==> src/rtl/sump3_lb_master.sv <==
// Local-bus initiator for the SUMP3 ctrl/data register pair; SUMP3_LB_MASTER_STATS_EN adds read/timeout counters.
// Latency: strobe one cycle after command accept, one idle cycle between strobes.
// Backpressure: cmd_ready only when idle; a pending response stalls the next read until rsp_ready.
module sump3_lb_master #(
  parameter int rd_timeout = 255,
  parameter int len_bits   = 16
) (
  input  logic                clk_lb,
  input  logic                reset_n,
  input  logic                cmd_valid,
  output logic                cmd_ready,
  input  logic                cmd_wr,
  input  logic                cmd_sel,
  input  logic [len_bits-1:0] cmd_len,
  input  logic [31:0]         cmd_wd,
  output logic                lb_cs_ctrl,
  output logic                lb_cs_data,
  output logic                lb_wr,
  output logic                lb_rd,
  output logic [31:0]         lb_wr_d,
  input  logic [31:0]         lb_rd_d,
  input  logic                lb_rd_rdy,
  output logic                rsp_valid,
  input  logic                rsp_ready,
  output logic [31:0]         rsp_rd_d,
  output logic                rsp_last,
  output logic                rsp_timeout,
  output logic [31:0]         stat_rd_cnt,
  output logic [15:0]         stat_to_cnt
);

  typedef enum logic [2:0] {IDLE, WR, RD, RD_WAIT, RSP, GAP} state_t;

  localparam logic [15:0]         TO_LAST = 16'(rd_timeout - 1);
  localparam logic [len_bits-1:0] ONE     = len_bits'(1);

  state_t              state_q, state_d;
  logic                rst_done_q;
  logic                wr_q, sel_q;
  logic [len_bits-1:0] rem_q;
  logic [15:0]         timer_q;
  logic [31:0]         wr_d_q, rsp_d_q;
  logic                rsp_last_q, rsp_to_q;
  logic                accept, rd_phase, rd_hit, rd_expire, strobe;

  assign accept    = (state_q == IDLE) && rst_done_q && cmd_valid;
  assign rd_phase  = (state_q == RD) || (state_q == RD_WAIT);
  assign rd_hit    = rd_phase && lb_rd_rdy;
  // timer_q counts cycles already spent since the strobe, so the strobe cycle itself is cycle 1
  assign rd_expire = rd_phase && !lb_rd_rdy && (timer_q == TO_LAST);

  always_ff @(posedge clk_lb or negedge reset_n) begin
    if (!reset_n) state_q <= IDLE;
    else          state_q <= state_d;
  end

  always_comb begin
    state_d = state_q;
    case (state_q)
      IDLE:        if (accept) state_d = cmd_wr ? WR : RD;
      WR:          state_d = (rem_q == ONE) ? IDLE : GAP;
      RD, RD_WAIT: state_d = (rd_hit || rd_expire) ? RSP : RD_WAIT;
      RSP:         if (rsp_ready) state_d = (rem_q == '0) ? IDLE : GAP;
      GAP:         state_d = wr_q ? WR : RD;
      default:     state_d = IDLE;
    endcase
  end

  always_comb begin
    strobe     = (state_q == WR) || (state_q == RD);
    cmd_ready  = (state_q == IDLE) && rst_done_q;
    lb_wr      = (state_q == WR);
    lb_rd      = (state_q == RD);
    lb_cs_ctrl = strobe && !sel_q;
    lb_cs_data = strobe && sel_q;
    rsp_valid  = (state_q == RSP);
  end

  always_ff @(posedge clk_lb or negedge reset_n) begin
    if (!reset_n) begin
      rst_done_q <= 1'b0;
      wr_q       <= 1'b0;
      sel_q      <= 1'b0;
      rem_q      <= '0;
      timer_q    <= '0;
      wr_d_q     <= '0;
      rsp_d_q    <= '0;
      rsp_last_q <= 1'b0;
      rsp_to_q   <= 1'b0;
    end else begin
      rst_done_q <= 1'b1;
      if (accept) begin
        wr_q  <= cmd_wr;
        sel_q <= cmd_sel;
        rem_q <= (cmd_len == '0) ? ONE : cmd_len;
        if (cmd_wr) wr_d_q <= cmd_wd;
      end
      if (state_q == WR) rem_q <= rem_q - ONE;
      if (state_d == RD)  timer_q <= '0;
      else if (rd_phase)  timer_q <= timer_q + 16'd1;
      if (rd_hit) begin
        rsp_d_q    <= lb_rd_d;
        rsp_to_q   <= 1'b0;
        rsp_last_q <= (rem_q == ONE);
        rem_q      <= rem_q - ONE;
      end else if (rd_expire) begin
        // abort drops whatever is left of the burst
        rsp_d_q    <= '0;
        rsp_to_q   <= 1'b1;
        rsp_last_q <= 1'b1;
        rem_q      <= '0;
      end
    end
  end

  assign lb_wr_d     = wr_d_q;
  assign rsp_rd_d    = rsp_d_q;
  assign rsp_last    = rsp_last_q;
  assign rsp_timeout = rsp_to_q;

`ifdef SUMP3_LB_MASTER_STATS_EN
  logic [31:0] rd_cnt_q;
  logic [15:0] to_cnt_q;

  always_ff @(posedge clk_lb or negedge reset_n) begin
    if (!reset_n) begin
      rd_cnt_q <= '0;
      to_cnt_q <= '0;
    end else begin
      if (rd_hit) rd_cnt_q <= rd_cnt_q + 32'd1;
      if (rd_expire && (to_cnt_q != 16'hFFFF)) to_cnt_q <= to_cnt_q + 16'd1;
    end
  end

  assign stat_rd_cnt = rd_cnt_q;
  assign stat_to_cnt = to_cnt_q;
`else
  assign stat_rd_cnt = '0;
  assign stat_to_cnt = '0;
`endif

endmodule
==> config.mk <==
export PLATFORM = sky130hd
export DESIGN_NAME = sump3_lb_master
export DESIGN_NICKNAME = d
export VERILOG_FILES = /design/src/rtl/sump3_lb_master.sv
export SDC_FILE = /design/constraint.sdc
export NUM_CORES = 1
export LEC_CHECK = 0
export CORE_MARGIN = 2
export CORE_UTILIZATION = 45
export CTS_BUF_LIST = sky130_fd_sc_hd__clkbuf_8
export CTS_CLUSTER_SIZE = 30
export DETAILED_ROUTE_END_ITERATION = 12
export GPL_TIMING_DRIVEN = 0
export MAX_ROUTING_LAYER = met4
export PLACE_DENSITY = 0.79
export SETUP_SLACK_MARGIN = 0.5
export SYNTH_ARGS = -nofsm -noshare
export SYNTH_HDL_FRONTEND = slang
export SYNTH_SLANG_ARGS = --single-unit
==> constraint.sdc <==
create_clock -name clk_lb -period 1.9 [get_ports clk_lb]
set_input_delay 0.38 -clock clk_lb [delete_from_list [all_inputs] [get_ports clk_lb]]
set_output_delay 0.38 -clock clk_lb [all_outputs]
set_load 0.02 [all_outputs]
# == After elaboration in Yosys (flattened, before gate mapping) ==
# Cells that the tools add are included.
# classes
addsub,2
eq_ne,8
n_mux,20
n_reduce_logical,20
# op_table
op,count
2-to-1 mux 16 bit,7
2-to-1 mux 32 bit,2
zero test 16 bit,2
adder 16 x 1 -> 16 bit (second input constant),1
equality test 16 x 1 -> 1 bit (second input constant),1
equality test 16 x 8 -> 1 bit (second input constant),1
subtractor 16 x 1 -> 16 bit (second input constant),1
2-to-1 mux 3 bit,5
case mux 3 bit (5 select lines),1
equality test 3 x 2 -> 1 bit (second input constant),3
logical AND 1 bit,7
equality test 3 bit (second input constant),2
2-to-1 mux 2 bit,2
nonzero test 2 bit,2
nonzero test 4 bit,1
equality test 3 x 1 -> 1 bit (second input constant),1
zero test 3 bit,1
logical OR 1 bit,3
2-to-1 mux 1 bit,3
zero test 1 bit,2
AND reduction 2 bit,1
OR reduction 2 bit,1
# word_totals
ff_bits,104
inputBits,87
out_inout_bits,120
elab_cells,60

# == Depth between registers and ports, before layout ==
# logic_depth
depth_word,9
depth_mapped,8
ltp_nobuf,7

# == Least setup slack after synthesis ==
# Ideal clock, no wire load.
# synth_timing
kind,reg-to-reg
from,register state_q[1]
to,"register wr_d_q[10], in the netlist lb_wr_d[10]"
setup_time_ns,0.125
arrival_ns,1.713
required_ns,1.775
setup_slack_ns,0.062
path_stages_with_launch,6
n_path_buf,1
period_less_slack_ns,1.838
path_cell_list,dfrtp_1 > nor4b_4 > and2_1 > nand2_2 > buf_6 > mux2_4
# synth_between
elab_chain_len,4
# synth_rtl
element,line,source
from (decl),37,"state_t state_q, state_d;"
from (signal assigned),54,else state_q <= state_d;
zero test 3 bit,-,
logical AND 1 bit,-,
named net cmd_ready,11,"output logic cmd_ready,"
logical AND 1 bit,46,assign accept = (state_q == IDLE) && rst_done_q && cmd_valid;
AND reduction 2 bit (no source line),-,
to (signal assigned),96,if (cmd_wr) wr_d_q <= cmd_wd;
to (decl),42,"logic [31:0] wr_d_q, rsp_d_q;"
# The timed path passes the listed nets, and every way through them passes these cells.
# A chain may end at the register's enable or synchronous reset.

# == Worst setup path after layout ==
# layout_timing
from,register state_q[2]
to,"register rsp_d_q[18], in the netlist rsp_rd_d[18]"
# layout_between
elab_chain_len,5
elab_cells_between_ends,8
cone_classes,eq/ne: 2; mux: 1; reduce/logical: 5
# layout_rtl
element,line,source
equality test 3 x 2 -> 1 bit,47,assign rd_phase = (state_q == RD) || (state_q == RD_WAIT);
logical OR 1 bit (*),47,
logical AND 1 bit (2 in a row),50,assign rd_expire = rd_phase && !lb_rd_rdy && (timer_q == TO_LAST);
nonzero test 2 bit (no source line),-,
to (signal assigned),102,rsp_d_q <= lb_rd_d;
to (decl),42,
# Mark *: on every way between the ends. The rest lies on a longest branch, timed or not.

==> flow_summary.json <==
{
  "status": "complete, but fails checks",
  "violations": "negative setup slack",
  "powerDensity_nw_per_um2": 1482,
  "drive_gt1_share_pct": 43.40,
  "rr_startpoint": "state_q[2]",
  "fin_skew_ns": 0.01865,
  "num_antenna_cells": 0,
  "hold_viol_final": 0,
  "place_congestion": 0.8769,
  "drc": 0,
  "syn_inst": 452,
  "synth_seq_area_share_pct": 50.62,
  "ioPinCount": 207,
  "leakage_nw": 4.077,
  "p_seq_share_pct": 32.5,
  "fin_crit_sh_pct": 106.4,
  "synth_flop_cell": "dfrtp_1",
  "start_util_pct": 45.61,
  "crit_arrival_ns": 2.27,
  "synth_area_leader_cell": "dfrtp_1",
  "cts_made_buffers": 9,
  "cts.clk_slew.worst_paths_ns": 0.10,
  "dieArea_um2": 12300,
  "clk_latency_ns": 0.38,
  "hpwl_um": 9349,
  "comb_power_share_pct": 55.6,
  "synth_top_area_share_pct": 50.62,
  "slowest_delay_ns": 0.42,
  "critPathLaunch": "state_q[2]",
  "die_h_um": 110.9,
  "yosysWarnings": 0,
  "wl_per_cell_um": 18.43,
  "synth_enable_flop_cells": 0,
  "grt_pass1_vias": 4641,
  "finalSetupViolCount": 61,
  "crit_chain": "buf_6, and2b_2, buf_6, nand4_1, o21a_1, buf_6, buf_8, a22o_1",
  "final_cells": 878,
  "clockPowerShare_pct": 11.9,
  "cp.required_ns": 2.15,
  "grt_start_max_net_pins": 57,
  "grt_overflow": 0,
  "ys_types": 58,
  "worstSetupPathType": "flop to flop",
  "critPathTopFamily": "buffers and inverters",
  "finalWorstSetupSlack_ns": -0.1208,
  "wl_um": 16180,
  "ys_seq_elements": 104,
  "avgSynthCellArea_um2": 11.37,
  "p_sw_share_pct": 42.03,
  "pre_cts_ws_ns": -0.4055,
  "grt_pass1_wl_um": 23520,
  "cp_common_cell": "buf_6",
  "syn_to_final_growth_pct": 58.21,
  "end_kind": "flop",
  "slowest_stage": "dfrtp_1",
  "clk_path_buf_depth": 2,
  "p_int_mw": 6.986,
  "post_drt_via_cell_ratio": 5.259,
  "drtAntennaViolNets": 0,
  "cts_tree": "built",
  "hold_ws_ns": 0.01772,
  "syn_area_um2": 5141,
  "dp.cells": 801,
  "power_mw": 12.05,
  "cp_num_buf_inv": 4,
  "final.min_clock_period_ns": 2.021,
  "grt_use_total_pct": 24.55,
  "num_vias": 4617,
  "fmax_mhz": 494.9,
  "tightestPinTransition_ns": 0.6606,
  "finalSetupTns_ns": -3.944,
  "core_area_um2": 11270,
  "port_buffers": 158,
  "first_pass_iters": 4,
  "antenna_found_initial": 0,
  "hold_buffers": 0,
  "cts_root_buf": "clkbuf_8",
  "synth_area_leaders": "dfrtp_1, mux2_4, buf_4, a22o_1, nand2_1",
  "die_x_um": 110.9,
  "drt_iter0_drc": 298,
  "max-cap-violations": 0,
  "drv_slew": 0,
  "max-vdd-ir-drop_uv": 825.0,
  "rsz0062_at_grt": "yes",
  "async_flop_share_pct": 100.0,
  "cts_sinks": 104,
  "critPathLaunchType": "flop",
  "fp-row-count": 39,
  "nNetsFinal": 822,
  "power.switching_mw": 5.065,
  "slew-limit-headroom_pct": 55.96,
  "h-tree-depth": 3,
  "hold_class": "input port to asynchronous set/reset pin",
  "cp_max_fo": 6
}
## registers in the layout, indices dropped and copies added, names as in the netlist
signal,flops
timer_q,16
rst_done_q,1
sel_q,1
rsp_rd_d,32
lb_wr_d,32
rem_q,16
wr_q,1
rsp_last,1
state_q,3
rsp_timeout,1
## layout by cell type, fill, tap and decap left out, types with 4 or more instances in the layout
cell type | Yosys | routed
o21ai_1 | 10 | 7
buf_12 | 0 | 6
buf_2 | 10 | 67
nor4_1 | 8 | 7
buf_6 | 4 | 25
clkbuf_8 | 0 | 9
buf_4 | 50 | 88
nand2_1 | 36 | 31
a22o_1 | 32 | 32
conb_1 | 2 | 49
nor3_1 | 11 | 6
o211ai_1 | 5 | 5
xor2_1 | 8 | 8
nor2_1 | 30 | 24
nor2_4 | 0 | 4
dfrtp_1 | 104 | 99
nand3_1 | 11 | 9
buf_16 | 0 | 6
dfrtp_2 | 0 | 5
xnor2_1 | 8 | 7
mux2_4 | 28 | 32
buf_8 | 0 | 7
nand4_1 | 6 | 6
inv_1 | 9 | 6
o21ai_2 | 0 | 8
a21oi_1 | 8 | 5
o21ai_0 | 10 | 4
clkdlybuf4s50_1 | 0 | 84
## timing repair
action,4_1_cts,5_1_grt
setup endpoints to repair,175,125
cloned,7,2
gates resized for setup,368,61
setup buffers,36,17
pin swaps,19,25
## Yosys cell counts, types with 2 or more instances
library cell	instances
o2111ai_1	2
a21oi_1	8
and4_1	2
nand3_1	11
buf_6	4
nor3_1	11
nor4_2	2
mux2_4	28
nor4_1	8
inv_1	9
nand4_1	6
clkbuf_1	5
o21ai_0	10
xor2_1	8
nand3b_1	2
buf_4	50
or3_1	3
o211a_1	2
o211ai_1	5
conb_1	2
ha_1	4
a22oi_1	3
xnor2_1	8
mux2_2	4
and2_1	3
dfrtp_1	104
buf_2	10
o311ai_1	2
a32oi_1	3
nand2_1	36
a22o_1	32
nor2_1	30
o21ai_1	10
## worst reg2reg max path, cell delays in order, from the launching register on
cell     delay (ns)
dfrtp_1        0.42
buf_6          0.15
and2b_2        0.26
buf_6          0.11
nand4_1        0.17
o21a_1         0.30
buf_6          0.17
buf_8          0.14
a22o_1         0.19
## logic make-up (layout without fill, tap and decap cells)
group,count (synthesis),count (layout),share of synthesized area [%]
buffers and inverters,79,315,10.27
muxes,33,33,9.248
DFF,104,104,50.62
adders and majority gates,4,4,0.9735
xor gates and xnor gates,16,16,2.726
other,2,49,0.1461
and+or+nand+nor,128,128,13.29
AOI/OAI and AO/OA,86,86,12.73
## final timing paths
path	to	slack (ns)	cells after the start
worst max-delay path	rsp_rd_d[18]	-0.12	8
worst min-delay path	rem_q[11]	0.02	1
worst max register to register	rsp_rd_d[18]	-0.12	8
worst min register to register	rsp_rd_d[23]	0.50	1
max in group asynchronous	rsp_rd_d[20]	1.16	2
min in group clk_lb	rsp_rd_d[23]	0.50	1
## final cells by class
cell class,count,area [um^2]
Tap cell,143,178.9
Clock inverter,6,76.32
Sequential cell,104,2609
Multi-Input combinational cell,316,2542
Clock buffer,9,123.9
Fill cell,742,3138
Buffer,70,613.1
Timing Repair Buffer,221,1953
Inverter,9,37.54
## power by group through the flow
stage	logic, mW	registers, mW	clock network, mW
3_3_place_gp	5.57	3.84	0
6_report	6.71	3.92	1.43
4_1_cts	6.11	3.84	1.42
2_1_floorplan	2.50	4.67	0
5_1_grt	7.06	4.01	1.54
3_5_place_dp	5.67	3.88	0
## through the flow
stage | util [%] | instance area, um^2
5_1_grt | 72.16 | 8134
6_report | 72.16 | 8134
3_3_place_gp | 63.44 | 7151
2_1_floorplan | - | 5390
3_5_place_dp | 63.66 | 7176
4_1_cts | 70.24 | 7918
## metal layers
metal  vias up  part of all wire [%]  routed length (um)  GRT usage (%)
met1      2236                    39                6310          30.06
met4         0                   3.8                 607          11.50
met3        48                   7.7                1240          4.538
met2       257                    50                8023          39.67
li1       2076                     -                   -              -
met5         -                     0                   0              -
No activity file was read; power rests on OpenSTA's default activity.
